**src/rtl/cmd_word_parser.sv**
```systemverilog
// cmd_word_parser: pulls header + payload words from a show-ahead FIFO and
// presents each complete command downstream as one parallel packet.
module cmd_word_parser #(
  parameter int DW   = 32,
  parameter int MAXW = 4
) (
  input  logic                 i_clk,
  input  logic                 i_resetn,
  input  logic                 i_fifo_empty,
  input  logic [DW-1:0]        i_fifo_data,
  output logic                 o_fifo_rd,
  output logic                 o_cmd_valid,
  input  logic                 i_cmd_ready,
  output logic [7:0]           o_cmd_op,
  output logic [3:0]           o_cmd_len,
  output logic [MAXW*DW-1:0]   o_cmd_payload,
  output logic                 o_err,
  output logic                 o_busy
);

  typedef enum logic [1:0] {HDR, PAY, DRAIN, OUT} state_t;

  localparam logic [3:0] MAXW_L = 4'(MAXW);

  state_t     state_q;
  state_t     state_d;
  logic       pop;
  logic [3:0] hdr_len;
  logic [3:0] cnt_q;

  assign hdr_len = i_fifo_data[3:0];

  // State register.
  always_ff @(posedge i_clk) begin
    if (!i_resetn) begin
      state_q <= HDR;
    end else begin
      state_q <= state_d;
    end
  end

  // Next-state logic; word-consuming states only move on a pop.
  always_comb begin
    state_d = state_q;
    case (state_q)
      HDR: begin
        if (pop) begin
          if (hdr_len == 4'd0) begin
            state_d = OUT;
          end else if (hdr_len > MAXW_L) begin
            state_d = DRAIN;
          end else begin
            state_d = PAY;
          end
        end
      end
      PAY: begin
        if (pop && (cnt_q == o_cmd_len - 4'd1)) begin
          state_d = OUT;
        end
      end
      DRAIN: begin
        if (pop && (cnt_q == 4'd1)) begin
          state_d = HDR;
        end
      end
      OUT: begin
        if (i_cmd_ready) begin
          state_d = HDR;
        end
      end
      default: state_d = HDR;
    endcase
  end

  // Outputs decoded from the current state: FIFO pop strobe and busy flag.
  always_comb begin
    pop       = (state_q != OUT) && !i_fifo_empty && i_resetn;
    o_fifo_rd = pop;
    o_busy    = (state_q != HDR);
  end

  // Packet fields, word counter, sticky error and registered valid.
  always_ff @(posedge i_clk) begin
    if (!i_resetn) begin
      o_cmd_valid   <= 1'b0;
      o_cmd_op      <= '0;
      o_cmd_len     <= '0;
      o_cmd_payload <= '0;
      o_err         <= 1'b0;
      cnt_q         <= '0;
    end else begin
      o_cmd_valid <= (state_d == OUT);
      if (pop) begin
        case (state_q)
          HDR: begin
            o_cmd_payload <= '0;
            if (hdr_len > MAXW_L) begin
              // Oversized command: keep the previous op/len, count the junk down.
              o_err <= 1'b1;
              cnt_q <= hdr_len;
            end else begin
              o_cmd_op  <= i_fifo_data[DW-1 -: 8];
              o_cmd_len <= hdr_len;
              cnt_q     <= '0;
            end
          end
          PAY: begin
            for (int unsigned k = 0; k < MAXW; k++) begin
              if (k == 32'(cnt_q)) begin
                o_cmd_payload[k*DW +: DW] <= i_fifo_data;
              end
            end
            cnt_q <= cnt_q + 4'd1;
          end
          DRAIN: begin
            cnt_q <= cnt_q - 4'd1;
          end
          default: ;
        endcase
      end
    end
  end

endmodule

```
**config.mk**
```make
export PLATFORM = sky130hd
export DESIGN_NAME = cmd_word_parser
export DESIGN_NICKNAME = d
export VERILOG_FILES = /design/src/rtl/cmd_word_parser.sv
export SDC_FILE = /design/constraint.sdc
export NUM_CORES = 1
export LEC_CHECK = 0
export BUFFER_PORTS_ARGS = -buffer_cell sky130_fd_sc_hd__buf_2
export CAP_MARGIN = 0
export CORE_ASPECT_RATIO = 0.6
export CORE_MARGIN = 10
export CORE_UTILIZATION = 50
export DETAILED_ROUTE_END_ITERATION = 12
export PLACE_DENSITY = 0.87
export REMOVE_ABC_BUFFERS = 1
export SLEW_MARGIN = 25
export SYNTH_ARGS = -nofsm -noshare
export SYNTH_HDL_FRONTEND = slang
export SYNTH_SLANG_ARGS = --single-unit
```
**constraint.sdc**
```tcl
create_clock -name i_clk -period 2.1 [get_ports i_clk]
set_clock_uncertainty 0.1 [all_clocks]
set_input_delay 0.21 -clock i_clk [delete_from_list [all_inputs] [get_ports i_clk]]
set_output_delay 0.21 -clock i_clk [all_outputs]
set_load 0.005 [all_outputs]
```
Word level (Yosys, flattened, before mapping)
Cells that the tools add are included.
{"block": "totals", "register_bits": 148, "inputBits": 36, "out_inout_bits": 144}
{"block": "classes", "add_sub_neg": 3, "n_lt_le_gt_ge": 1, "n_eq_ne": 14, "n_mux": 14, "n_bitwise": 1, "n_reduce_logical": 18}
{"operator": "one-hot mux 128 bit (2 select lines)", "count": 1}
{"operator": "2-to-1 mux 32 bit", "count": 4}
{"operator": "AND reduction 3 bit", "count": 6}
{"operator": "2-to-1 mux 2 bit", "count": 6}
{"operator": "one-hot mux 4 bit (3 select lines)", "count": 1}
{"operator": "!= test 2 bit (second input constant)", "count": 5}
{"operator": "== test 2 x 4 -> 1 bit (first input constant)", "count": 2}
{"operator": "logical NOT 4 bit", "count": 2}
{"operator": "one-hot mux 2 bit (4 select lines)", "count": 1}
{"operator": "subtractor 4 x 1 -> 4 bit (second input constant)", "count": 2}
{"operator": "== test 2 bit (second input constant)", "count": 3}
{"operator": "adder 4 x 1 -> 4 bit (second input constant)", "count": 1}
{"operator": "== test 1 x 4 -> 1 bit (first input constant)", "count": 1}
{"operator": "== test 4 x 1 -> 1 bit (second input constant)", "count": 1}
{"operator": "== test 4 bit", "count": 1}
{"operator": "greater-than comparator 4 x 3 -> 1 bit (second input constant)", "count": 1}
{"operator": "logical AND 1 bit", "count": 4}
{"operator": "2-to-1 mux 4 bit", "count": 1}
{"operator": "nonzero test 2 bit", "count": 2}
{"operator": "nonzero test 3 bit", "count": 1}
{"operator": "== test 2 x 1 -> 1 bit (second input constant)", "count": 1}
{"operator": "logical NOT 2 bit", "count": 1}
{"operator": "AND reduction 2 bit", "count": 1}
{"operator": "logical NOT 1 bit", "count": 1}
{"operator": "inverter 1 bit", "count": 1}

Longest topological paths before layout
{"block": "depth", "word_depth": 7, "depth_mapped": 8, "mapped_depth_nobuf": 6}

Worst setup path after synthesis
Ideal clock, no wire load.
{"block": "synth_timing", "path_type": "reg-to-reg", "startpoint": "reg state_q[1]", "endpoint": "reg o_cmd_payload[95]", "t_arrival_ns": 1.554, "slack_ns": 0.313, "path_stages_with_launch": 9, "n_path_buf": 2, "period_less_slack_ns": 1.787, "cell_sequence": "dfxtp_1 -> inv_1 -> ha_1 -> buf_2 -> and4bb_2 -> o21a_2 -> buf_2 -> nand3_1 -> a21oi_1"}
{"block": "synth_between", "elab_chain_len": 4}
{"element": "start: declaration", "line": "25", "source": "state_t state_q;"}
{"element": "start signal: assignment", "line": "38", "source": "state_q <= state_d;"}
{"element": "!= test 2 bit", "line": "78", "source": "pop = (state_q != OUT) && !i_fifo_empty && i_resetn;"}
{"element": "logical AND 1 bit (2 in a row)", "line": "78"}
{"element": "AND reduction 3 bit (no line)"}
{"element": "end signal: indexed assignment", "line": "111", "source": "o_cmd_payload[k*DW +: DW] <= i_fifo_data;"}
{"element": "end: declaration", "line": "16", "source": "output logic [MAXW*DW-1:0] o_cmd_payload,"}
Parallel ways exist; a longest one is shown, timed or not.
A chain may end at the register's enable or synchronous reset.

Worst setup path in the final report
{"block": "layout_timing", "startpoint": "reg state_q[0]", "endpoint": "reg o_cmd_payload[51]"}
The elaborated chain is that of the path after synthesis.

==> impl_results.md <==
* Initial DRC Count at 470
* Final hold vios at 0
* Post-synth top area cell: dfxtp_1
* Global-route wire length before repair at approximately 31000 µm
* Post-CTS Setup Inserts at 0
* Starting Density at 0.515
* WP data required at 2.34 ns
* Largest net degree at the start of global routing at 79
* Worst reg-to-reg path cell count at 7
* Slew Viols, Final at 0
* Sequential fraction of the synthesis area at 0.506
* Antenna violations before repair at 0
* Vias in the first global route at between 5000 and 6000
* DRC at 0
* Routed via count at approximately 6000
* Clk slew on worst S/H paths at roughly 0.070 ns
* Antenna-violating nets left at 0
* Layout cell share with drive strength beyond 1 at 0.283
* Top cells by area, synth: dfxtp_1, nand3_1, a21oi_1
* Power Density at between 1000 and 1500 nW/µm²
* Worst Setup SP: state_q[0]$_SDFF_PN0_
* GRT Total Usage at 0.226
* Port Buffers at 179
* TritonRoute pass-1 iters at 7
* Setup CP Type: reg -> reg
* Clock root cell: clkbuf_16
* Hold Slack at 0.0169 ns
* Die ar. at 16600 µm²
* Ys Warns at 0
* FP Rows at 30
* Post-layout util at 0.700
* Worst Path Max Fanout at 11
* Wire per inst at 18.1 µm
* Final TNS setup at 0 ns
* Die Span Y at 104 µm
* Antenna cells at 0
* CTS Sinks at 148
* Syn-to-layout area delta at 35.8%
* Hold Startpoint: i_fifo_data[5]
* Routed Wire Length at about 19000 µm
* Final Non-Filler Cells at roughly 1100
* Post-synth EDFFs at 0
* Vias per inst at ~5.6
* RD Place Congestion at roughly 0.91
* Final setup vio count at 0
* Top-level port count at 180
* Clock Latency Late Sink at around 0.41 ns
* Hpwl dp at about 13000 µm
* GRT Residual Overflow at 0
* Crit path capture type: flip-flop
* CP Launch Type: flip-flop
* Core Area at between 10000 and 15000 µm²
* Hold Path Depth at 3
* Max clock buf depth at 2
* RR Startpoint: state_q[0]$_SDFF_PN0_
* Actual slew at the worst max-slew pin at approximately 0.74 ns
* Outcome: finished clean
* Async SR Flop Fraction at 0
* Post-synthesis cell area at about 5900 µm²
* Tcrit/Tclk final at 0.950
* Tmin final at 2.00 ns
* Placed cells at between 1000 and 1500
* Final nets at about 950
* CTS Buf Count at 17
* Data arrival, critical path at roughly 2.2 ns
* Max H-tree Level at 4
* Static Leakage at approximately 3.4 nW
* Die Wd at approximately 160 µm
* Top_reg_cell synth: dfxtp_1
* Mapped Avg Cell Area at between 8 and 9 µm²
* Synth cell types at 40
* Hold Path Class: in -> reg
* Unrepaired setup endpoints after global routing: true
* Register bit total from synthesis at 148
* Cells after synthesis at approximately 700
* Maximum vdd drop at ~0.00073 V
* Post-synth top area share at 0.506
* CTS tree: done
* FMAX at 0.501 GHz
* Filler Cells Inserted at just over 900
* Maxcap violations at 0
* Max-slew headroom at 0.504
==> critical path: stages (launching register included) <==
cell and delay (ns):
dfxtp_1 0.35, ha_1 0.28, nor3b_4 0.30, buf_4 0.20, o21a_1 0.20, buf_4 0.24
nand3_1 0.10, a21oi_1 0.15
==> synth_stat cells (all sizes together), types with 5 or more instances <==
| library cell | count |
|---|---|
| dfxtp | 148 |
| nand3 | 134 |
| a21oi | 131 |
| nand2 | 129 |
| buf | 33 |
| clkbuf | 30 |
| nor2 | 15 |
| inv | 12 |
| mux2i | 12 |
| ha | 11 |
| o21ai | 9 |
| a31oi | 5 |
| nor3 | 5 |
==> final cells by class <==
| cell class | instances | area [µm²] | area share |
|---|---|---|---|
| multi-input combinational | 486 | 2640 | 0.331 |
| inverter | 12 | 47.5 | 0.00597 |
| timing repair buffer | 234 | 1510 | 0.189 |
| tap | 160 | 200 | 0.0252 |
| clock buffer | 19 | 433 | 0.0544 |
| clock inverter | 13 | 173 | 0.0217 |
| sequential | 148 | 2960 | 0.372 |
==> per-layer routing <==
metal	track usage	routed length, µm	up-vias
met5	0	0	-
met4	0.0613	219	0
met3	0.102	2460	21
met2	0.332	8480	341
met1	0.294	8290	2784
li1	-	-	2818
==> path summary, 6_finish.rpt <==
check | slack, ns | endpoint
worst max-delay path | 0.10 | o_cmd_payload[51]$_SDFFE_PN0P_
worst min-delay path | 0.02 | o_cmd_payload[101]$_SDFFE_PN0P_
worst max register to register | 0.10 | o_cmd_payload[51]$_SDFFE_PN0P_
worst min register to register | 0.35 | o_cmd_payload[50]$_SDFFE_PN0P_
==> what timing repair did <==
action | CTS | global route
resized for setup | 1 | 13
setup endpoints to repair | 6 | 87
pin swaps | 0 | 1
hold buffers | 24 | 0
hold endpoints to repair | 78 | 0
==> registers in the layout, summed over array words and instances, names as in the netlist <==
name / flops
o_cmd_len: 4
o_cmd_valid: 1
o_err: 1
cnt_q: 4
o_cmd_payload: 128
state_q: 2
o_cmd_op: 8
==> through the flow <==
step	area, µm²	total power, mW	worst slack, ns
after floorplan	5570	4.52	-2.97
after global placement	7060	5.36	0.105
after detailed placement	7060	5.38	0.00831
after CTS	7910	8.54	0.00514
after global routing	7960	8.97	-0.0266
final	7960	8.58	0.105
==> logic make-up (layout without fill, tap and decap cells) <==
| family | after synthesis | in the layout | synth area share |
|---|---|---|---|
| xor gates and xnor gates | 7 | 7 | 0.0130 |
| DFF | 148 | 148 | 0.506 |
| AOI/OAI and AO/OA | 162 | 162 | 0.151 |
| adders and majority gates | 11 | 11 | 0.0235 |
| muxes | 12 | 12 | 0.0205 |
| and+or+nand+nor | 294 | 294 | 0.229 |
| buffers and inverters | 75 | 278 | 0.0572 |
==> layout by cell type (no fill, tap or decap), drive strengths merged, types with 2 or more instances in the layout <==
| master | n |
|---|---|
| nor3 | 5 |
| clkinvlp | 3 |
| dlygate4sd3 | 24 |
| inv | 17 |
| a211oi | 2 |
| and4bb | 4 |
| xnor2 | 4 |
| a21o | 2 |
| nand3 | 134 |
| o21a | 4 |
| a31oi | 5 |
| mux2i | 12 |
| nor3b | 2 |
| o21ai | 9 |
| nor2 | 15 |
| nand2 | 129 |
| a21oi | 131 |
| ha | 11 |
| buf | 210 |
| clkinv | 2 |
| xor2 | 2 |
| dfxtp | 148 |
| clkbuf | 19 |
| bufinv | 3 |
| a221oi | 2 |
==> power breakdown <==
part / switching, mW / internal, mW
logic: 1.46 / 0.872
clock network: 1.23 / 1.89
registers: 0.122 / 3.00
total: 2.81 / 5.77
Note: power is estimated with default switching activity, not from simulation.
